## src/rtl/cascade_ack_controller.sv

```systemverilog
// cascade_ack_controller: INTA pulse sequencer, CAS master/slave and vector/CALL byte driver.
// Ports: CLK/RST (sync, active-high); INTA_N acknowledge; SP_EN/SNGL/MODE_8086 and
//   ICW2/ICW3/ADDR_LO configuration; IR_GRANT/IR_VALID from the resolver; CAS_IN/CAS_OUT/CAS_OE
//   cascade bus; DOUT/DOUT_OE data byte; ISR_SET/ISR_IDX in-service strobe; SEQ_DONE end strobe.
module cascade_ack_controller #(
  parameter int NUM_IR = 8,
  parameter int CAS_W  = 3,
  parameter int VEC_W  = 8
) (
  input  logic                      CLK,
  input  logic                      RST,
  input  logic                      INTA_N,
  input  logic                      SP_EN,
  input  logic                      SNGL,
  input  logic                      MODE_8086,
  input  logic [VEC_W-1:0]          ICW2,
  input  logic [NUM_IR-1:0]         ICW3,
  input  logic [2:0]                ADDR_LO,
  input  logic [NUM_IR-1:0]         IR_GRANT,
  input  logic                      IR_VALID,
  input  logic [CAS_W-1:0]          CAS_IN,
  output logic [CAS_W-1:0]          CAS_OUT,
  output logic                      CAS_OE,
  output logic [VEC_W-1:0]          DOUT,
  output logic                      DOUT_OE,
  output logic                      ISR_SET,
  output logic [$clog2(NUM_IR)-1:0] ISR_IDX,
  output logic                      SEQ_DONE
);

  localparam int IDX_W = $clog2(NUM_IR);

  localparam logic [VEC_W-1:0] CALL_OP = VEC_W'(8'hCD);

  typedef enum logic [2:0] {
    S_IDLE,
    S_P1,
    S_G1,
    S_P2,
    S_G2,
    S_P3
  } state_t;

  state_t state;

  logic inta_q;
  logic lead;
  logic trail;

  logic [IDX_W-1:0] idx_q;
  logic             valid_q;
  logic             mode_q;
  logic             slave_q;
  logic             resp_q;

  logic [IDX_W-1:0] grant_idx;
  logic [IDX_W-1:0] start_idx;
  logic             start_casc;
  logic             start_slave;
  logic             start_resp;
  logic             start_call;

  logic [CAS_W-1:0] slave_id;
  logic             cas_sel;

  logic [VEC_W-1:0] vec86;
  logic [VEC_W-1:0] addr80;
  logic [VEC_W-1:0] p2_byte;

  assign lead  = inta_q & ~INTA_N;
  assign trail = ~inta_q & INTA_N;

  // Lowest set bit wins on a multi-hot grant.
  always_comb begin
    grant_idx = IDX_W'(NUM_IR - 1);
    for (int i = NUM_IR - 1; i >= 0; i--) begin
      if (IR_GRANT[i]) grant_idx = IDX_W'(i);
    end
  end

  // A spurious acknowledge is answered as the lowest-priority input.
  assign start_idx   = IR_VALID ? grant_idx : IDX_W'(NUM_IR - 1);
  assign start_casc  = SP_EN & ~SNGL & ICW3[start_idx];
  assign start_slave = ~SP_EN & ~SNGL;
  assign start_resp  = ~start_casc & ~start_slave;

  // A slave is not known to be selected before CAS is read,
  // so the CALL opcode in pulse 1 only comes from a non-slave.
  assign start_call  = start_resp & ~MODE_8086;

  assign slave_id = CAS_W'(ICW3);
  assign cas_sel  = (CAS_IN == slave_id);

  assign vec86  = {ICW2[VEC_W-1:IDX_W], idx_q};
  assign addr80 = VEC_W'({ADDR_LO, idx_q, 2'b00});

  assign p2_byte = mode_q ? vec86 : addr80;

  always_ff @(posedge CLK) begin
    if (RST) begin
      state    <= S_IDLE;
      inta_q   <= 1'b1;
      idx_q    <= '0;
      valid_q  <= 1'b0;
      mode_q   <= 1'b0;
      slave_q  <= 1'b0;
      resp_q   <= 1'b0;
      CAS_OUT  <= '0;
      CAS_OE   <= 1'b0;
      DOUT     <= '0;
      DOUT_OE  <= 1'b0;
      ISR_SET  <= 1'b0;
      ISR_IDX  <= '0;
      SEQ_DONE <= 1'b0;
    end else begin
      inta_q   <= INTA_N;
      ISR_SET  <= 1'b0;
      SEQ_DONE <= 1'b0;

      unique case (state)
        S_IDLE: begin
          if (lead) begin
            state   <= S_P1;
            idx_q   <= start_idx;
            valid_q <= IR_VALID;
            mode_q  <= MODE_8086;
            slave_q <= start_slave;
            resp_q  <= start_resp;
            ISR_IDX <= start_idx;
            ISR_SET <= start_resp & IR_VALID;
            CAS_OE  <= start_casc;
            CAS_OUT <= start_casc ? CAS_W'(start_idx) : '0;
            DOUT_OE <= start_call;
            DOUT    <= start_call ? CALL_OP : '0;
          end
        end

        S_P1: begin
          if (trail) begin
            state   <= S_G1;
            DOUT_OE <= 1'b0;
            DOUT    <= '0;
            // Slaves learn they own the sequence only now.
            if (slave_q) begin
              resp_q  <= cas_sel;
              ISR_SET <= cas_sel & valid_q;
            end
          end
        end

        S_G1: begin
          if (lead) begin
            state   <= S_P2;
            DOUT_OE <= resp_q;
            DOUT    <= resp_q ? p2_byte : '0;
          end
        end

        S_P2: begin
          if (trail) begin
            DOUT_OE <= 1'b0;
            DOUT    <= '0;
            if (mode_q) begin
              state    <= S_IDLE;
              SEQ_DONE <= 1'b1;
              CAS_OE   <= 1'b0;
              CAS_OUT  <= '0;
            end else begin
              state <= S_G2;
            end
          end
        end

        S_G2: begin
          if (lead) begin
            state   <= S_P3;
            DOUT_OE <= resp_q;
            DOUT    <= resp_q ? ICW2 : '0;
          end
        end

        S_P3: begin
          if (trail) begin
            state    <= S_IDLE;
            SEQ_DONE <= 1'b1;
            DOUT_OE  <= 1'b0;
            DOUT     <= '0;
            CAS_OE   <= 1'b0;
            CAS_OUT  <= '0;
          end
        end

        default: state <= S_IDLE;
      endcase
    end
  end

endmodule
```

## config.mk

```make
export PLATFORM = sky130hd
export DESIGN_NAME = cascade_ack_controller
export DESIGN_NICKNAME = d
export VERILOG_FILES = /design/src/rtl/cascade_ack_controller.sv
export SDC_FILE = /design/constraint.sdc
export NUM_CORES = 1
export LEC_CHECK = 0
export BUFFER_PORTS_ARGS = -buffer_cell sky130_fd_sc_hd__buf_2
export CORE_MARGIN = 2
export CORE_UTILIZATION = 51
export CTS_BUF_LIST = sky130_fd_sc_hd__clkbuf_4
export CTS_CLUSTER_DIAMETER = 60
export DETAILED_ROUTE_END_ITERATION = 10
export GPL_ROUTABILITY_DRIVEN = 0
export GPL_TIMING_DRIVEN = 0
export PLACE_DENSITY = 0.82
export REMOVE_ABC_BUFFERS = 1
export SYNTH_ARGS = -nofsm -noshare
export SYNTH_HDL_FRONTEND = slang
export SYNTH_SLANG_ARGS = --single-unit
```

## constraint.sdc

```tcl
create_clock -name CLK -period 2.3 [get_ports CLK]
set_input_delay 0.115 -clock CLK [delete_from_list [all_inputs] [get_ports CLK]]
set_output_delay 0.115 -clock CLK [all_outputs]
set_load 0.01 [all_outputs]
```

### Word-level counts from Yosys, hierarchy flattened

Index checks and enable logic that the tools add are counted.

* bits in registers: 26
* latch bits: 0
* bits in writable memories: 0
* bits in read-only memories: 0
* input bits: 37
* output and inout port bits: 18
* logic and storage cells: 111
* memories: 0

* add/subtract/negate cells: 0
* $mul: 0
* divide/modulo/power cells: 0
* $lt $le $gt $ge: 1
* eq/ne operators: 16
* shift operators: 0
* muxes and demuxes: 52
* bitwise gates (word level): 16
* reductions and logical operators: 13

Operator list (count)
* 8-bit two-way mux: 8
* 3-bit two-way mux: 18
* 8-bit case mux with 4 select lines: 1
* 3-bit case mux with 6 select lines: 1
* 1-bit two-way mux: 17
* 2-bit inequality test (second input constant): 8
* 5-bit AND reduction: 2
* 1-bit bitwise AND: 9
* 3-bit case mux with 3 select lines: 1
* 4-bit AND reduction: 2
* 1-bit inverter: 7
* 3-bit by 2-bit == test with 1-bit output (second input constant): 2
* 3-bit == test (second input constant): 2
* 1-bit case mux with 2 select lines: 3
* 1-bit case mux with 3 select lines: 2
* 6-bit AND reduction: 1
* 3-bit nonzero test: 2
* 3-bit by 4-bit less-than comparator with 1-bit output (second input constant): 1
* 2-bit by 1-bit inequality test with 1-bit output (second input constant): 2
* 4-bit nonzero test: 1
* 1-bit binary-select mux with 3-bit select: 1
* 3-bit by 1-bit == test with 1-bit output (second input constant): 1
* 3-bit == test: 1
* 3-bit zero test: 1
* 4 further kinds: 4

### Depth between registers and ports, before layout

Gate-level depths: netlist (run 1).

* depth after elaboration: 17
* depth in mapped cells: 7
* gate-level depth less buffers: 6

### Worst setup path before layout (run 1)

No wires, ideal clock.

* path kind: input to register
* from: input port IR_GRANT[3]
* to: register DOUT[6]
* setup time: 0.091 ns
* data arrival time: 1.828 ns
* data required time: 2.209 ns
* setup slack: 0.381 ns
* cell stages on the path: 6
* buffers on the path: 0
* cells stage by stage: o41ai_4 > mux2_2 > a211o_1 > o211ai_1 > o2111ai_2 > a311oi_1

* longest elaborated chain between the ends: 14

RTL lines
* from (decl): line 19 `input logic [NUM_IR-1:0] IR_GRANT,`
* 3-bit two-way mux (4 in series): line 77 `if (IR_GRANT[i]) grant_idx = IDX_W'(i);`
* 3-bit two-way mux: line 82 `assign start_idx = IR_VALID ? grant_idx : IDX_W'(NUM_IR - 1);`
* 1-bit binary-select mux with 3-bit select: line 83 `assign start_casc = SP_EN & ~SNGL & ICW3[start_idx];`
* 1-bit two-way mux (implied by the code): line 83
* 1-bit bitwise AND: line 83
* 1-bit inverter: line 85 `assign start_resp = ~start_casc & ~start_slave;`
* 1-bit bitwise AND: line 85
* 1-bit bitwise AND: line 89 `assign start_call = start_resp & ~MODE_8086;`
* 8-bit two-way mux: line 134 `DOUT <= start_call ? CALL_OP : '0;`
* 8-bit two-way mux: line 122 `if (lead) begin`
* 8-bit case mux with 4 select lines: line 120 `unique case (state)`
* to (signal assigned): line 134
* to (signal assigned): line 155 `DOUT <= resp_q ? p2_byte : '0;`
* to (signal assigned): line 178 `DOUT <= resp_q ? ICW2 : '0;`
* to (decl): line 24 `output logic [VEC_W-1:0] DOUT,`

No other way between the ends. The select of a mux whose other input is x is not followed.
A chain may end at the register's enable or synchronous reset.

### Worst setup path after layout (run 1)

* from: input port IR_GRANT[3]
* to: register DOUT[2]

Same word-level chain as after synthesis.

==> out/results.tsv, run 1 <==
metric	value	unit
max-vdd-ir-drop	0.3499	mV
grt_overflow	0	
critPathArrivalTime	2.25	ns
n_antenna_cell	0	
fin_area	0.001772	mm2
finalClockSkew	0.002864	ns
nets	273	
placed_cell_area	0.001745	mm2
drc	0	
p_per_area	499.3	mW/mm2
async_flop_share	0	%
drv_slew	0	
synth.top_cells.by_count	dfxtp_1, nor2_1, nand2_1, a21oi_1	
hold_violations	0	
rsz0062_at_grt	no	
dieHeight	58.06	um
synth_edf_count	0	
relSlewSlack	35.09	%
rows	19	
timing.final.crit_share	87.62	%
regArea	520.5	um2
viasPerCell	5.756	
dpl.hpwl	2.627	mm
worst_hold_slack	0.02954	ns
fill_cells	277	
grt_pass1_vias	1402	
cp-end-kind	register	
synthDistinctLibCells	43	
cts_tree	yes	
syn_inst	187	
fin_setup_tns	0	ns
synth_top_area_share	34.93	%
cts_num_sinks	26	
yosysSeqAreaShare	34.93	%
clkPwrFrac	22.1	%
setup_viol	0	
core_area	0.002758	mm2
routedWlPerCell	12.92	um
ios	55	
htree_levels	1	
drt_iter0_drc	44	
fin_util	64.25	%
p_comb_share	21.9	%
grt_pass1_wl	5.816	mm
internal_power	0.6252	mW
post-route-min-period	2.015	ns
die_width	58.06	um
startpoint_type	input port	
multi_input_area	909.6	um2
track_usage	21.72	%
numPortBuffers	53	
swShare	29.33	%
synth_area_leader_cell	dfxtp_1	
cp_data_required_time	2.54	ns
p_leak	0.7485	nW
synthFlopType	dfxtp_1	
cts.path.max_buffers	2	
synth.cell_area	0.001490	mm2
final_layout_size_suffix_gt1_share	30.21	%
post_cts_resized	0	
syn_avg_cell_area	7.969	um2
start_util	54.04	%
vias	1531	
ys_seq_elements	26	
cts_root_buf	clkbuf_4	
clk_pin_slew_worst_paths	0.14	ns
holdBufCountCts	0	
switching_power	0.2595	mW
antenna_found_initial	0	
path_class	in -> reg	
status	complete, no violations	
hp-class	in -> reg	
syn_to_final_growth	18.89	%
first_pass_iters	4	
drtAntennaViolNets	0	
synthTopCellsByArea	dfxtp_1, nor2_1, nand2_1, mux2i_1, a21oi_1	
tightest_slew	0.9736	ns
routed_wirelength	3.438	mm
pwr-share-seq	56.0	%
numCtsBuffers	3	
post_cts_buffers	0	
max_freq	496.2	MHz
critical_path.max_fanout	6	
yosys_warnings	0	
maxCapViolations	0	
clock_latency	0.32	ns
grt_max_degree	26	
dieArea	0.003370	mm2
## cell type report
type	count	area share (%)
inverter	3	0.6356
timing repair buffer	53	14.97
clock buffer	3	1.271
multi-input combinational	149	51.34
tap	31	2.189
sequential	26	29.38
clock inverter	1	0.2119
## per-stage QoR
step	cells	setup WS (ns)	power (mW)
2_1_floorplan	178	0.3811	0.6135
3_3_place_gp	262	-0.01423	0.6943
3_5_place_dp	262	-0.06639	0.6992
4_1_cts	266	0.2740	0.8927
5_1_grt	266	0.005612	0.9323
6_report	266	0.2847	0.8847
## kinds of logic (layout without fill, tap and decap cells)
kind of cell / Yosys count / in the layout / share of synthesized area (%)
and+or+nand+nor: 85 / 85 / 27.46
AOI/OAI and AO/OA: 50 / 50 / 24.35
muxes: 10 / 10 / 6.885
xor gates and xnor gates: 4 / 4 / 2.351
DFF: 26 / 26 / 34.93
buffers and inverters: 12 / 60 / 4.030
## final timing paths
kind	from	end	slack, ns	cells past startpoint
worst max-delay path	IR_GRANT[3]	DOUT[2]	0.28	7
worst max register to register	state[2]	DOUT[2]	0.32	4
worst min register to register	valid_q	valid_q	0.47	2
worst min-delay path	MODE_8086	mode_q	0.03	3
## power by group through the flow
stage / combinational, mW / clock (mW) / sequential (mW)
after CTS: 0.194 / 0.203 / 0.495
after detailed placement: 0.194 / 0 / 0.505
after floorplan: 0.105 / 0 / 0.509
after global placement: 0.190 / 0 / 0.505
final: 0.194 / 0.196 / 0.495
after global routing: 0.217 / 0.216 / 0.499
## placed cells by master (no fill, tap or decap), types with 2 or more instances in the layout
cell,instances
mux2i_1,8
dfxtp_1,26
a211o_1,2
o21ai_0,10
a211oi_1,3
a32o_1,2
inv_1,3
mux2_2,2
clkbuf_4,3
nor2b_1,2
a21oi_1,13
a311oi_1,5
nor3_1,10
nand3_1,8
nand2_1,25
xor2_1,3
buf_2,53
nand2b_1,2
o31ai_1,2
or2b_2,2
nor2_1,26
o22ai_1,2
or2_2,3
## state kept, by name (all words and copies together), names as in the netlist, 3 cells and up
| name | cells |
|---|---|
| DOUT | 8 |
| idx_q | 3 |
| state | 3 |
| CAS_OUT | 3 |
## per-layer routing
metal	track usage, %	share of wire [%]
met5	0	0
met3	2.455	6.1
met4	7.973	0.79
met1	26.18	44
met2	39.45	49
## critical path, cell delays in order
cell       delay (ns)
buf_2            0.13
o41ai_4          0.54
mux2_2           0.41
a211o_1          0.27
o211ai_1         0.21
o2111ai_2        0.26
a311oi_1         0.31
No activity file was read; power rests on OpenSTA's default activity.
==> run 2, diff against run 1 <==
- ABC_AREA: not set -> 1
==> out/results.tsv, run 2 <==
metric	value	unit	change
status	complete, no violations		
synth_top_area_share	35.28	%	+0.36 points
synth.top_cells.by_count	nand2_1, inv_1, dfxtp_1, nor2_1, a21oi_1		
nets	312		+14%
relSlewSlack	69.55	%	+34 points
max_freq	610.6	MHz	+23%
die_width	57.78	um	-0.47%
synth_area_leader_cell	dfxtp_1		
timing.final.crit_share	71.21	%	-16 points
final_common_cell	buf_2		
path_class	reg -> reg		
grt_max_degree	16		-38%
hold_violations	0		unchanged
dieArea	0.003339	mm2	-0.94%
vias	1586		+3.6%
drc	0		unchanged
htree_levels	1		unchanged
async_flop_share	0	%	unchanged
antenna_found_initial	0		unchanged
critPathArrivalTime	1.87	ns	-0.38 ns
grt_pass1_vias	1424		+1.6%
grt_pass1_wl	5.789	mm	-0.46%
switching_power	0.5801	mW	+120%
synthDistinctLibCells	29		-33%
largest_reg_flops	8		unchanged
fin_setup_tns	0	ns	unchanged
p_leak	0.9206	nW	+23%
drtAntennaViolNets	0		unchanged
core_area	0.002758	mm2	unchanged
syn_to_final_growth	24.34	%	
post-route-min-period	1.638	ns	-0.3774 ns
rows	19		unchanged
rsz0062_at_grt	no		
tightest_slew	0.4551	ns	-0.5185 ns
setup_viol	0		unchanged
p_comb_share	40.1	%	+18 points
rrSetupSlack	0.66	ns	+0.34 ns
dieHeight	57.78	um	-0.47%
worstHoldPathCells	3		unchanged
pwr-share-seq	38.4	%	-18 points
cts_root_buf	clkbuf_4		
clk_pin_slew_worst_paths	0.15	ns	about the same
post_cts_buffers	0		unchanged
start_util	53.49	%	-0.54 points
routed_wirelength	3.424	mm	-0.41%
n_antenna_cell	0		unchanged
numCtsBuffers	3		unchanged
viasPerCell	5.200		-9.7%
internal_power	0.9005	mW	+44%
clock_latency	0.33	ns	about the same
clkPwrFrac	21.4	%	-0.7 points
syn_inst	218		+17%
startpoint_type	register		
multi_input_area	797.0	um2	-12%
dpl.hpwl	2.693	mm	+2.5%
swShare	39.18	%	+9.8 points
cts_num_sinks	26		unchanged
track_usage	22.38	%	+0.66 points
rr_worst_depth	12		+8
synthMostInstantiatedCell	nand2_1		
hp-class	in -> reg		
numPortBuffers	53		unchanged
final_layout_size_suffix_gt1_share	28.83	%	-1.4 points
synth_edf_count	0		unchanged
max-vdd-ir-drop	0.6935	mV	+98%
p_per_area	807.2	mW/mm2	+62%
syn_avg_cell_area	6.767	um2	-15%
post_cts_resized	0		unchanged
critical_path.max_fanout	10		+4
drt_iter0_drc	75		+70%
fin_util	66.52	%	+2.3 points
ys_seq_elements	26		unchanged
regMostFlops	DOUT		
maxCapViolations	0		unchanged
cp-end-kind	register		
grt_overflow	0		unchanged
first_pass_iters	4		unchanged
routedWlPerCell	11.23	um	-13%
yosysSeqAreaShare	35.28	%	+0.36 points
finalClockSkew	0.009606	ns	+0.006742 ns
synth.cell_area	0.001475	mm2	-1.0%
fill_cells	295		+6.5%
ios	55		unchanged
regArea	520.5	um2	unchanged
final_cell_mix	buf_2, nand2_1, inv_1, dfxtp_1, nor2_1		
synthTopCellsByArea	dfxtp_1, nand2_1, a21oi_1, inv_1, nor2_1		
drv_slew	0		unchanged
cts.path.max_buffers	2		unchanged
synthFlopType	dfxtp_1		
cp_data_required_time	2.53	ns	about the same
cts_tree	yes		
yosys_warnings	0		unchanged
run 2: logic make-up after synthesis:
family          Yosys count  share of synthesized area [%]
simple gates             91                          29.01
compound gates           56                          23.24
buf+inv                  42                          10.69
flops                    26                          35.28
xor+xnor                  3                          1.781
run 2: critical path, stage by stage, from the launching register on:
cell and delay, ns:
dfxtp_1 0.44, nand2_1 0.09, inv_2 0.07, nor2_1 0.04, inv_2 0.06, nor2_2 0.04
a21oi_4 0.28, inv_2 0.12, nand3_2 0.08, inv_2 0.05, a22o_1 0.17, inv_1 0.05
a21oi_1 0.05
run 2: power by group through the flow:
stage / Combinational [mW] / Clock (mW) / Sequential [mW]
floorplan: 0.417 / 0 / 0.582
global placement: 0.579 / 0 / 0.577
detailed placement: 0.586 / 0 / 0.578
CTS: 0.593 / 0.323 / 0.568
global route: 0.670 / 0.337 / 0.578
finish: 0.594 / 0.318 / 0.569
run 2: area by class of cell:
class / count / share of cell area [%]
Clock inverter: 1 / 1.637
Clock buffer: 3 / 1.228
Inverter: 40 / 8.186
Sequential cell: 26 / 28.38
Tap cell: 31 / 2.115
Multi-Input combinational cell: 150 / 43.45
Timing Repair Buffer: 54 / 15.01
run 2: per-stage QoR:
step / hold slack (ns) / power [mW] / std cells / worst slack [ns] / instance area (um2)
4_1_cts: 0.1039 / 1.484 / 305 / 0.6732 / 1834
2_1_floorplan: 0.1774 / 0.9996 / 216 / 0.8824 / 1468
6_report: 0.1035 / 1.481 / 305 / 0.6621 / 1834
5_1_grt: 0.1355 / 1.585 / 305 / 0.4722 / 1834
3_3_place_gp: 0.3211 / 1.156 / 300 / 0.6782 / 1772
3_5_place_dp: 0.3316 / 1.164 / 300 / 0.6886 / 1772
run 2: timing repair:
action	in CTS	in global routing
hold endpoints to repair	1	0
setup endpoints to repair	0	0
hold buffers	1	0
run 2: path summary, 6_finish.rpt:
| check | startpoint | end |
|---|---|---|
| min reg2reg | DOUT[1] | DOUT[1] |
| max reg2reg | state[1] | DOUT[6] |
| max | state[1] | DOUT[6] |
| min | MODE_8086 | mode_q |
run 2: per-layer routing:
layer	vias up	share of wire [%]	global-route usage, %
met5	-	0	0
met4	0	1.6	8.970
met3	6	6.3	3.348
met2	50	49	39.94
met1	702	44	26.83
li1	828	-	-
==> run 3, diff against run 2 <==
- clock period: 2.3 -> 1.6 ns (I/O delays scaled with it)
==> out/results.tsv, run 3 (synthesized netlist as in run 2, its figures left out) <==
metric	value	unit	change
status	complete, no violations		
die_width	57.78	um	unchanged
routed_wirelength	3.483	mm	+1.7%
cts_num_sinks	26		unchanged
pwr-share-seq	37.6	%	-0.8 points
htree_levels	1		unchanged
swShare	39.53	%	+0.34 points
grt_pass1_vias	1435		+0.77%
routedWlPerCell	11.35	um	+1.1%
regArea	524.3	um2	+0.72%
maxCapViolations	0		unchanged
nets	314		+0.64%
rrSetupSlack	0.08	ns	-0.58 ns
rr_endpoint	DOUT[6]		
cts.path.max_buffers	2		unchanged
start_util	53.49	%	unchanged
max-vdd-ir-drop	0.9895	mV	+43%
setup_viol	0		unchanged
clk_pin_slew_worst_paths	0.15	ns	about the same
drt_iter0_drc	52		-31%
worst_hold_slack	0.06441	ns	-0.03912 ns
antenna_found_initial	0		unchanged
grt_pass1_wl	5.816	mm	+0.47%
hp-class	in -> reg		
final_cell_mix	buf_2, nand2_1, inv_1, dfxtp_1, a21oi_1		
numCtsBuffers	3		unchanged
viasPerCell	5.195		about the same
switching_power	0.8750	mW	+51%
rows	19		unchanged
p_leak	0.9330	nW	+1.3%
p_comb_share	41.7	%	+1.6 points
internal_power	1.339	mW	+49%
p_per_area	1171	mW/mm2	+45%
dpl.hpwl	2.693	mm	unchanged
dieHeight	57.78	um	unchanged
final_common_cell	buf_2		
largest_reg_flops	8		unchanged
drc	0		unchanged
clkPwrFrac	20.7	%	-0.7 points
regMostFlops	DOUT		
cp-end-kind	register		
max_freq	657.8	MHz	+7.7%
cp_data_required_time	1.83	ns	-0.70 ns
cts_tree	yes		
finalClockSkew	0.008706	ns	-0.0008999 ns
core_area	0.002758	mm2	unchanged
first_pass_iters	4		unchanged
tightest_slew	0.3534	ns	-0.1017 ns
numPortBuffers	53		unchanged
critical_path.max_fanout	5		-5
grt_overflow	0		unchanged
path_class	reg -> reg		
n_antenna_cell	0		unchanged
hold_violations	0		unchanged
endpoint	DOUT[6]		
crit_path_start	state[0]		
ios	55		unchanged
startpoint_type	register		
vias	1595		+0.57%
final_layout_size_suffix_gt1_share	34.42	%	+5.6 points
clock_latency	0.33	ns	about the same
drv_slew	0		unchanged
rr_worst_depth	9		-3
track_usage	22.48	%	+0.093 points
syn_to_final_growth	28.16	%	
p_total	2.214	mW	+50%
grt_max_degree	16		unchanged
drtAntennaViolNets	0		unchanged
cts_root_buf	clkbuf_4		
relSlewSlack	75.83	%	+6.3 points
critPathArrivalTime	1.75	ns	-0.12 ns
multi_input_area	834.6	um2	+4.7%
timing.final.crit_share	95.02	%	+24 points
post-route-min-period	1.520	ns	-0.1176 ns
rr_startpoint	state[0]		
dieArea	0.003339	mm2	unchanged
fill_cells	282		-4.4%
rsz0062_at_grt	yes		
[run 3: cell count changes in the layout (fill, tap and decap cells not counted)]
cell	previous run	this run
nor2_1	26	19
nor2_2	1	6
dfxtp_1	26	23
dfxtp_2	0	3
buf_4	0	2
inv_1	32	30
inv_2	8	10
nor2_4	2	4
a21oi_1	24	23
a21oi_2	3	4
o22ai_1	1	0
o22ai_2	0	1
[run 3: how the worst min path moves through the flow]
| stage | from | end | slack [ns] | cells past startpoint |
|---|---|---|---|---|
| 6_report | MODE_8086 | mode_q | 0.06 | 3 |
| 5_1_grt | MODE_8086 | mode_q | 0.10 | 3 |
| 4_1_cts | MODE_8086 | mode_q | 0.07 | 3 |
| 3_5_place_dp | INTA_N | inta_q | 0.30 | 3 |
| 3_3_place_gp | INTA_N | inta_q | 0.29 | 3 |
| 2_1_floorplan | RST | CAS_OUT[0] | 0.14 | 1 |
[run 3: area by class of cell]
type	instances	share of cell area (%)
Inverter	40	7.942
Clock buffer	3	1.191
Clock inverter	1	1.588
Multi-Input combinational cell	150	44.14
Sequential cell	26	27.73
Timing Repair Buffer	56	15.35
Tap cell	31	2.052
[run 3: power groups by stage]
stage	logic, mW	registers, mW	clock network, mW
after floorplan	0.600	0.837	0
after global routing	1.04	0.846	0.485
after detailed placement	0.842	0.831	0
after CTS	0.859	0.817	0.464
final	0.922	0.832	0.459
after global placement	0.832	0.829	0
[run 3: through the flow]
step                      instances  util, %  setup TNS, ns  setup slack [ns]  area (um2)
after CTS                       306    66.79              0           0.03528        1842
after global placement          300    64.25       -0.02185          -0.02185        1772
final                           307    68.56              0           0.07973        1891
after floorplan                 216        -              0            0.1824        1468
after global routing            307    68.56       -0.03803          -0.03596        1891
after detailed placement        300    64.25       -0.01141          -0.01141        1772
[run 3: layer usage]
metal | GRT usage, % | share of wire, % | up-vias
met5 | 0 | 0 | -
met4 | 8.970 | 1.6 | 0
met3 | 3.348 | 6.7 | 6
met2 | 40.42 | 49 | 53
met1 | 26.69 | 42 | 706
li1 | - | - | 830
[run 3: critical path, cell delays in order (launching register included)]
cell and delay (ns):
dfxtp_2 0.39, inv_1 0.09, nand3_1 0.21, nor2_2 0.07
nor2_1 0.11, inv_2 0.07, a22o_1 0.18, a22o_1 0.19
inv_1 0.05, a21oi_1 0.05
[run 3: what timing repair did]
action,4_1_cts,5_1_grt
pin swaps,0,1
endpoints found under the setup margin,1,15
hold endpoints to repair,1,0
hold buffers,1,0
setup buffers,1,1
resized for setup,0,16
